--- config.mk ---
export PLATFORM = sky130hd
export DESIGN_NAME = hazard_control_unit
export DESIGN_NICKNAME = d
export VERILOG_FILES = /design/src/rtl/hazard_pkg.sv /design/src/rtl/hazard_match.sv /design/src/rtl/hazard_control_unit.sv
export SDC_FILE = /design/constraint.sdc
export NUM_CORES = 1
export LEC_CHECK = 0
export CAP_MARGIN = 10
export CORE_MARGIN = 2
export CORE_UTILIZATION = 40
export DETAILED_ROUTE_END_ITERATION = 8
export PLACE_DENSITY = 0.82
export SYNTH_ARGS = -nofsm -noshare
export SYNTH_HDL_FRONTEND = slang
export SYNTH_SLANG_ARGS = --single-unit
--- constraint.sdc ---
create_clock -name clk -period 2.9 [get_ports clk]
set_input_delay 0.435 -clock clk [delete_from_list [all_inputs] [get_ports clk]]
set_output_delay 0.435 -clock clk [all_outputs]
set_load 0.02 [all_outputs]
--- src/rtl/hazard_pkg.sv ---
// Shared types and defaults for the load-use / memory-stall hazard controller.
package hazard_pkg;

   typedef enum logic [1:0] {
      IDLE       = 2'd0,
      LOAD_STALL = 2'd1,
      MEM_WAIT   = 2'd2,
      FLUSH      = 2'd3
   } hazState_t;

   localparam int REG_AW_DEF   = 5;
   localparam int LOAD_LAT_DEF = 1;
   localparam int CNT_W        = 3;   // wide enough for LOAD_LAT-1 up to 6

endpackage

--- src/rtl/hazard_match.sv ---
// Load-use comparator: the ID instruction reads the register a load in EX
// is about to write. Register 0 never creates a dependency.
module hazard_match
   import hazard_pkg::*;
#(
   parameter int REG_AW = REG_AW_DEF
) (
   input  logic [REG_AW-1:0] idRs,
   input  logic [REG_AW-1:0] idRt,
   input  logic              idUsesRt,
   input  logic [REG_AW-1:0] exRt,
   input  logic              exMemRead,
   output logic              hazard
);

   assign hazard = exMemRead && (exRt != '0) &&
                   ((exRt == idRs) || (idUsesRt && (exRt == idRt)));

endmodule

--- src/rtl/hazard_control_unit.sv ---
// Pipeline hazard controller: load-use bubbles, data-memory freeze and
// taken-branch flush. Optional stall-cycle perf counter is built when the
// macro HAZARD_PERF_CNT_EN is defined.
module hazard_control_unit
   import hazard_pkg::*;
#(
   parameter int REG_AW   = REG_AW_DEF,
   parameter int LOAD_LAT = LOAD_LAT_DEF   // 1..7
) (
   input  logic              clk,
   input  logic              rst_n,
   input  logic [REG_AW-1:0] id_rs,
   input  logic [REG_AW-1:0] id_rt,
   input  logic              id_uses_rt,
   input  logic [REG_AW-1:0] ex_rt,
   input  logic              ex_mem_read,
   input  logic              mem_busy,
   input  logic              ex_branch_taken,
   input  logic              reg_write_in,
   input  logic              mem_write_in,
   output logic              stall_pc,
   output logic              stall_ifid,
   output logic              freeze_all,
   output logic              flush_ifid,
   output logic              reg_write_safe,
   output logic              mem_write_safe
`ifdef HAZARD_PERF_CNT_EN
   ,
   output logic [15:0]       stall_cycles
`endif
);

   // Extra LOAD_STALL cycles after the bubble issued from IDLE.
   localparam logic [CNT_W-1:0] LAT_M1 = CNT_W'(LOAD_LAT - 1);

   hazState_t        state, stateNext, evalState;
   logic [CNT_W-1:0] cnt, cntNext;
   logic             resume, resumeNext;
   logic             hazard;
   logic             stallPc, stallIfid, freezeAll, flushIfid, bubble;

   hazard_match #(.REG_AW(REG_AW)) uMatch (
      .idRs      (id_rs),
      .idRt      (id_rt),
      .idUsesRt  (id_uses_rt),
      .exRt      (ex_rt),
      .exMemRead (ex_mem_read),
      .hazard    (hazard)
   );

   // State, remaining-stall counter and resume flag; reset wins mid-stall.
   always_ff @(posedge clk or negedge rst_n) begin
      if (!rst_n) begin
         state  <= IDLE;
         cnt    <= '0;
         resume <= 1'b0;
      end else begin
         state  <= stateNext;
         cnt    <= cntNext;
         resume <= resumeNext;
      end
   end

   // Next state and stall controls. When memory frees up in MEM_WAIT the
   // cycle is evaluated as the state being resumed, so no idle gap appears
   // between the freeze and the rest of an interrupted load stall.
   always_comb begin
      stateNext  = state;
      cntNext    = cnt;
      resumeNext = resume;
      stallPc    = 1'b0;
      stallIfid  = 1'b0;
      freezeAll  = 1'b0;
      flushIfid  = 1'b0;
      bubble     = 1'b0;
      evalState  = state;
      if (state == MEM_WAIT && !mem_busy)
         evalState = resume ? LOAD_STALL : IDLE;

      if (mem_busy) begin
         freezeAll = 1'b1;
         stallPc   = 1'b1;
         stallIfid = 1'b1;
         stateNext = MEM_WAIT;
         if (state == LOAD_STALL)
            resumeNext = 1'b1;
         else if (state != MEM_WAIT)
            resumeNext = 1'b0;
      end else begin
         resumeNext = 1'b0;
         case (evalState)
            IDLE: begin
               if (ex_branch_taken) begin
                  // ID holds a wrong-path instruction: drop any hazard on it.
                  flushIfid = 1'b1;
                  stateNext = FLUSH;
               end else if (hazard) begin
                  stallPc   = 1'b1;
                  stallIfid = 1'b1;
                  bubble    = 1'b1;
                  cntNext   = LAT_M1;
                  stateNext = (LAT_M1 == '0) ? IDLE : LOAD_STALL;
               end else begin
                  stateNext = IDLE;
               end
            end
            LOAD_STALL: begin
               stallPc   = 1'b1;
               stallIfid = 1'b1;
               bubble    = 1'b1;
               cntNext   = (cnt == '0) ? '0 : cnt - 1'b1;
               stateNext = (cnt <= 1) ? IDLE : LOAD_STALL;
            end
            FLUSH:   stateNext = IDLE;
            default: stateNext = IDLE;
         endcase
      end
   end

   // Reset forces every control low, including the write-enable pass-through.
   assign stall_pc       = rst_n & stallPc;
   assign stall_ifid     = rst_n & stallIfid;
   assign freeze_all     = rst_n & freezeAll;
   assign flush_ifid     = rst_n & flushIfid;
   assign reg_write_safe = rst_n & reg_write_in & ~bubble;
   assign mem_write_safe = rst_n & mem_write_in & ~bubble;

`ifdef HAZARD_PERF_CNT_EN
   // Saturating count of cycles in which the PC is held.
   always_ff @(posedge clk or negedge rst_n) begin
      if (!rst_n)
         stall_cycles <= '0;
      else if (stallPc && stall_cycles != 16'hFFFF)
         stall_cycles <= stall_cycles + 16'd1;
   end
`endif

endmodule

==> impl_metrics.json, run 1 <==
{
  "cts_num_sinks": 6,
  "critical_path_peak_fanout": 4,
  "netlist-cell-type-count": 30,
  "slew_headroom_pct": 80.2,
  "most_frequently_used_cell_type_in_the_post_synthesis_netlist": "sky130_fd_sc_hd__xor2_1",
  "synth_top_area_share_pct": 28.3,
  "num_vias": 600,
  "final-hold-violation-count": 0,
  "worstHoldPathType": "in -> async",
  "detail_route.vias_per_cell": 5.22,
  "postRouteWirelength_um": 1380,
  "antenna_cells_inserted": 0,
  "yosys-top-cells-area": "sky130_fd_sc_hd__dfrtp_1 (28%), sky130_fd_sc_hd__xor2_1 (15%), sky130_fd_sc_hd__ha_1 (4.7%)",
  "synth_largest_area_cell": "sky130_fd_sc_hd__dfrtp_1",
  "cts_tree": "built",
  "register_area_share_after_synthesis_pct": 28.3,
  "hold-worst-slack_ns": 0.446,
  "core-area_um2": 1270,
  "total_leakage_power_nw": 0.381,
  "final_min_period_over_clock_period_pct": 92.5,
  "synth_compound_area_share_pct": 23.8,
  "floorplan.initialDensity_pct": 41.8,
  "die-width_um": 40.4,
  "timing.final.crit_period_ns": 2.68,
  "postSynthRegisterBits": 6,
  "portBuffers": 28,
  "postSynthCellCount": 65,
  "critPathKind": "in -> out",
  "detail_route.drc_violations": 0,
  "timing.clock.skew_ns": 0.00162,
  "mappedNetlistArea_um2": 531,
  "longest_clk_path_bufs": 2,
  "postSynth.topFlopCell": "sky130_fd_sc_hd__dfrtp_1",
  "dr.first_iter.drc_count": 0,
  "cts.htree.levels": 1,
  "detail_route.first_pass.iterations": 1,
  "synth.mux.area_fraction_pct": 0,
  "post-route-cell-area_um2": 881,
  "syn_area_per_cell_um2": 8.16,
  "hold_buffers": 0,
  "timing.reg2reg.setup_slack_ns": 1.51,
  "rr_endpoint": "cnt[1]",
  "grt.total_usage_pct": 17.3,
  "synth_common_cells": "sky130_fd_sc_hd__xor2_1 (9), sky130_fd_sc_hd__dfrtp_1 (6), sky130_fd_sc_hd__nor2_1 (6), sky130_fd_sc_hd__inv_1 (5)",
  "run_status": "completed",
  "post-cts-setup-buffer-count": 0,
  "achievable-frequency_mhz": 373,
  "worst-endpoint-arrival_ns": 2.25,
  "power.density_cell_area_nw_per_um2": 330,
  "wl_per_cell_um": 12.0,
  "worstSkewPairLatency_ns": 0.24,
  "first_global_vias": 522,
  "max-vdd-ir-drop_v": 0.000254,
  "cts_root_buffer": "sky130_fd_sc_hd__clkbuf_4",
  "setup_repair_after_global_routing_missed_its_margin": "no",
  "placed_area_um2": 863,
  "final_max_slew_viol_count": 0,
  "cap_viol_max_count": 0,
  "reg2reg_from": "state[0]",
  "drive_gt1_share_pct": 11.0,
  "synth-adder-area-share_pct": 4.72,
  "post-layout-total-power_mw": 0.290,
  "boundaryPins": 29,
  "antenna_left": 0,
  "num-nets-final": 127,
  "synth_top_family_by_area": "compound AO/OA/AOI/OAI gates",
  "yosysWarnings": 0,
  "post-dp-hpwl_um": 1130,
  "setup_viol_count_final": 0,
  "endpoint_kind": "primary output",
  "grt_remaining_overflow": 0,
  "fp.dieArea_um2": 1630,
  "number_of_enable_flip_flop_cells_after_synthesis": 0,
  "grt_first_pass_wirelength_um": 1830,
  "fill_cells": 119,
  "tightest_slew_ns": 0.297,
  "finalWeightedCongestion": 0.777,
  "grt_max_degree": 11,
  "core_utilization_of_the_finished_layout_pct": 69.4,
  "area.growth.synth_to_final_pct": 66.0,
  "die-height_um": 40.4,
  "synth-xor-area-share_pct": 16.5,
  "timing.critical_path.from_type": "primary input",
  "cts-buffers-inserted": 3,
  "postSynth.asyncResetShare_pct": 100,
  "placementRows": 13,
  "synthSimpleGateAreaFrac_pct": 21.0,
  "worst-endpoint-required_ns": 2.47,
  "worst_setup_hold_path_clk_slew_ns": 0.04,
  "syn-num-nets": 90,
  "antenna_found_initial": 0,
  "reg2regPathDepth": 5
}
[area by class of cell]
type	count	area, µm²	area share [%]
clock buffers	3	22.5	2.56
inverters	5	18.8	2.13
multi-input cells	52	350	39.8
flip-flops and latches	6	150	17.0
well taps	15	18.8	2.13
repair buffers	34	320	36.4
[metal layers]
layer	vias up	track usage, %	share of wire, %
met2	29	32.9	48
li1	296	-	-
met4	0	12.5	1.7
met5	-	0	0
met3	4	4.44	13
met1	271	15.1	37
[sequential cells by signal, summed over array words and instances, names as in the netlist]
name and cells:
state 2, cnt 3, resume 1
[per-stage QoR]
stage / cells / setup slack (ns) / TNS (ns)
after floorplan: 65 / 0.778 / 0
after global placement: 112 / -0.0259 / -0.0467
after detailed placement: 112 / -0.100 / -0.262
after CTS: 115 / 0.159 / 0
after global routing: 115 / 0.111 / 0
final: 115 / 0.218 / 0
[worst max-delay path: stages]
cell	delay, ns
sky130_fd_sc_hd__clkdlybuf4s50_1	0.46
sky130_fd_sc_hd__xor2_1	0.18
sky130_fd_sc_hd__nor4_1	0.29
sky130_fd_sc_hd__a32oi_1	0.17
sky130_fd_sc_hd__o21ai_2	0.23
sky130_fd_sc_hd__o21a_1	0.15
sky130_fd_sc_hd__dlygate4sd2_1	0.34
[report_power, final]
part	switching [mW]	leakage (nW)	internal, mW
combinational	0.0502	0.290	0.0628
clock	0.0270	0.0138	0.0466
sequential	0.00988	0.0771	0.0940
[layout by cell type, fill, tap and decap left out, types with 2 or more instances in the layout]
cell type                         instances
sky130_fd_sc_hd__clkdlybuf4s50_1         24
sky130_fd_sc_hd__xor2_1                   9
sky130_fd_sc_hd__nor2_1                   6
sky130_fd_sc_hd__dfrtp_1                  6
sky130_fd_sc_hd__buf_4                    6
sky130_fd_sc_hd__inv_1                    5
sky130_fd_sc_hd__nand2_1                  4
sky130_fd_sc_hd__nand2b_1                 4
sky130_fd_sc_hd__dlygate4sd2_1            4
sky130_fd_sc_hd__o21ai_0                  3
sky130_fd_sc_hd__a21oi_1                  3
sky130_fd_sc_hd__clkbuf_4                 3
sky130_fd_sc_hd__nor3_1                   2
sky130_fd_sc_hd__o21a_1                   2
sky130_fd_sc_hd__ha_1                     2
[logic make-up (layout without fill, tap and decap cells)]
| kind of cell | count (synthesis) | count (layout) |
|---|---|---|
| AOI/OAI and AO/OA | 18 | 18 |
| xor gates and xnor gates | 10 | 10 |
| adders and majority gates | 2 | 2 |
| buffers and inverters | 7 | 42 |
| DFF | 6 | 6 |
| and+or+nand+nor | 22 | 22 |
[worst max path at each step]
stage,startpoint,depth (start not counted),endpoint
2_1_floorplan,ex_rt[1],5,stall_pc
3_3_place_gp,ex_rt[4],7,mem_write_safe
3_5_place_dp,ex_rt[2],7,stall_ifid
4_1_cts,ex_rt[2],7,stall_ifid
5_1_grt,ex_rt[2],7,stall_ifid
6_report,ex_rt[2],7,stall_ifid
[what timing repair did]
action	CTS	global route
resized for setup	4	0
endpoints found under the setup margin	4	0
endpoints found under the hold margin	0	0
Note: power is estimated with default switching activity, not from simulation.
==> run 2, diff against run 1 <==
Settings changed: CORE_AREA set to 2 2 39 41, CORE_MARGIN 2 to unset, CORE_UTILIZATION 40 to unset, DIE_AREA set to 0 0 41 43, PLACE_DENSITY 0.82 to 0.8, SYNTH_HIERARCHICAL set to 1.
==> run 2 against run 1 <==
  * Final area down 2.4%
  * Cell count shrank 4.3%
  * Worst setup slack worse by 0.070 ns
  * Highest routed layer unchanged
  * Worst hold slack got worse by 0.0064 ns
  * Flip-flop and latch count unchanged
  * Via count fell by 12%
==> impl_metrics.json, run 2 <==
{
  "run_status": "completed",
  "post-dp-hpwl_um": 1130,
  "fp.dieArea_um2": 1760,
  "placementRows": 14,
  "timing.reg2reg.setup_slack_ns": 1.50,
  "postSynthRegisterBits": 6,
  "synth_largest_area_cell": "sky130_fd_sc_hd__dfrtp_1",
  "antenna_left": 0,
  "reg2reg_from": "state[1]",
  "grt_first_pass_wirelength_um": 2100,
  "achievable-frequency_mhz": 363,
  "floorplan.initialDensity_pct": 36.2,
  "mappedNetlistArea_um2": 500,
  "die-width_um": 41,
  "rr_endpoint": "cnt[2]",
  "portBuffers": 28,
  "endpoint_kind": "primary output",
  "numPlacedInstances": 107,
  "syn_area_per_cell_um2": 8.78,
  "setup.worst_path.end": "stall_ifid",
  "grt_max_degree": 10,
  "synth_common_cells": "sky130_fd_sc_hd__xor2_1 (7), sky130_fd_sc_hd__dfrtp_1 (6)",
  "cts.htree.levels": 1,
  "worst_setup_hold_path_clk_slew_ns": 0.05,
  "seq_area_um2": 150,
  "die-height_um": 43,
  "total_leakage_power_nw": 0.391,
  "cts_root_buffer": "sky130_fd_sc_hd__clkbuf_4",
  "first_global_vias": 541,
  "detail_route.first_pass.iterations": 4,
  "final_min_period_over_clock_period_pct": 94.9,
  "detail_route.vias_per_cell": 4.78,
  "final-hold-violation-count": 0,
  "timing.final.crit_period_ns": 2.75,
  "register_area_share_after_synthesis_pct": 30.0,
  "dr.first_iter.drc_count": 5,
  "top_regs": "cnt: 3 flops, state: 2 flops, resume: 1 flops",
  "area.growth.synth_to_final_pct": 71.7,
  "boundaryPins": 29,
  "hold_buffers": 0,
  "drive_gt1_share_pct": 16.0,
  "wl_per_cell_um": 12.3,
  "netlist-cell-type-count": 28,
  "timing.clock.skew_ns": 0.00735,
  "crit_path_cell_trace": "clkdlybuf4s50_1 > or4_1 > o21ai_1 > a21oi_1 > a21boi_1 > o21ai_0 > o21a_1 > dlygate4sd2_1",
  "timing.critical_path.from_type": "primary input",
  "worstSkewPairLatency_ns": 0.25,
  "grt.total_usage_pct": 17.6,
  "grt_remaining_overflow": 0,
  "syn-num-nets": 82,
  "detail_route.drc_violations": 0,
  "worst_slack_ns": 0.147,
  "num-nets-final": 121,
  "setup_viol_count_final": 0,
  "most_frequently_used_cell_type_in_the_post_synthesis_netlist": "sky130_fd_sc_hd__xor2_1",
  "post-route-cell-area_um2": 860,
  "stdcell_count": 110,
  "postSynth.topFlopCell": "sky130_fd_sc_hd__dfrtp_1",
  "critical_path_peak_fanout": 2,
  "core_utilization_of_the_finished_layout_pct": 62.1,
  "worst-endpoint-required_ns": 2.47,
  "cap_viol_max_count": 0,
  "final_max_slew_viol_count": 0,
  "timing.critical_path.slowest_cell_delay_ns": 0.52,
  "slew_headroom_pct": 78.7,
  "max-vdd-ir-drop_v": 0.000265,
  "antenna_found_initial": 0,
  "post-layout-total-power_mw": 0.321,
  "antenna_cells_inserted": 0,
  "layout_commonest_cell": "sky130_fd_sc_hd__clkdlybuf4s50_1",
  "cts_num_sinks": 6,
  "multi_input_gate_area_um2": 327,
  "longest_clk_path_bufs": 2,
  "placed_area_um2": 848,
  "tightest_slew_ns": 0.318,
  "reg2regPathDepth": 5,
  "critPathKind": "in -> out",
  "core-area_um2": 1380,
  "max_reg_flops": 3,
  "dpl_worst_slack_ns": -0.283,
  "postRouteWirelength_um": 1350,
  "cts_tree": "built",
  "cts-buffers-inserted": 3,
  "num_vias": 526,
  "power.density_cell_area_nw_per_um2": 374,
  "finalWeightedCongestion": 0.712,
  "fill_cells": 126,
  "worst-endpoint-arrival_ns": 2.32,
  "worst_path_max_delay_cell": "sky130_fd_sc_hd__or4_1",
  "postSynthCellCount": 57,
  "setup_repair_after_global_routing_missed_its_margin": "yes",
  "layout_common_cells": "sky130_fd_sc_hd__clkdlybuf4s50_1 (22), sky130_fd_sc_hd__buf_4 (8), sky130_fd_sc_hd__xor2_1 (7)",
  "yosys-top-cells-area": "sky130_fd_sc_hd__dfrtp_1 (30%), sky130_fd_sc_hd__xor2_1 (12%), sky130_fd_sc_hd__xnor2_1 (5.2%)",
  "yosysWarnings": 6,
  "number_of_enable_flip_flop_cells_after_synthesis": 0,
  "critical_path.startpoint": "ex_rt[1]",
  "worstHoldPathType": "in -> async",
  "top_register": "cnt",
  "postSynth.asyncResetShare_pct": 100,
  "synth_top_area_share_pct": 30.0
}
-- run 2: changes by cell type after synthesis, moves of 2 or more --
| cell | delta |
|---|---|
| sky130_fd_sc_hd__and3_1 | +2 |
| sky130_fd_sc_hd__nand3b_1 | +2 |
| sky130_fd_sc_hd__nor2_1 | -3 |
| sky130_fd_sc_hd__xnor2_1 | +2 |
| sky130_fd_sc_hd__inv_1 | -2 |
| sky130_fd_sc_hd__nand2b_1 | -3 |
| sky130_fd_sc_hd__a22o_1 | +2 |
| sky130_fd_sc_hd__nand2_1 | -2 |
| sky130_fd_sc_hd__xor2_1 | -2 |
-- run 2: cell families (layout without fill, tap and decap cells) --
| kind of cell | Yosys count | count (layout) | synth area share, % |
|---|---|---|---|
| and+or+nand+nor | 20 | 20 | 24.5 |
| AOI/OAI and AO/OA | 14 | 14 | 18.2 |
| xor gates and xnor gates | 10 | 10 | 17.5 |
| DFF | 6 | 6 | 30.0 |
| buffers and inverters | 5 | 42 | 4.75 |
| adders and majority gates | 2 | 2 | 5.00 |
-- run 2: metal layers --
layer,vias to the layer above,GRT usage (%),routed length (µm)
li1,272,-,-
met1,223,15.9,446
met2,27,29.7,638
met3,4,7.33,221
met4,0,11.3,42
met5,-,0,0
-- run 2: layout make-up --
class                      count  share of cell area (%)
tap                           16                    2.33
sequential                     6                    17.5
multi-input combinational     46                    38.0
inverter                       3                    1.31
timing repair buffer          36                    38.3
clock buffer                   3                    2.62
-- run 2: repair_timing --
item | 4_1_cts | 5_1_grt
resized for setup | 7 | 3
setup endpoints to repair | 4 | 4
setup buffers | 0 | 0
pin swaps | 0 | 1
-- run 2: critical path, delay by kind of cell --
family / cells / cell delay (ns)
buffers and inverters: 2 / 0.73
AO/OA/AOI/OAI: 5 / 0.63
AND/OR/NAND/NOR: 1 / 0.52
-- run 2: worst min-delay path by stage --
stage,slack (ns),depth (start not counted),start,endpoint
global placement,0.52,1,cnt[1],cnt[1]
CTS,0.44,1,rst_n,state[0]
floorplan,0.14,0,rst_n,cnt[0]
detailed placement,0.52,1,cnt[1],cnt[1]
global route,0.46,1,rst_n,state[1]
finish,0.44,1,rst_n,state[0]
-- run 2: where the power goes --
group          internal [mW]  switching, mW
Sequential            0.0999         0.0149
Combinational         0.0705         0.0548
Clock                 0.0471         0.0341
-- run 2: stage by stage --
| stage | TNS (ns) | hold slack (ns) |
|---|---|---|
| global placement | -0.732 | 0.518 |
| detailed placement | -0.933 | 0.521 |
| finish | 0 | 0.439 |
| floorplan | 0 | 0.139 |
| CTS | 0 | 0.436 |
| global route | -0.0544 | 0.457 |
==> run 3, diff against run 2 <==
Settings changed: CAP_MARGIN 10 to 25.
==> results of run 3 <==
The final DEF is identical to that of run 2; final timing and power are the same.
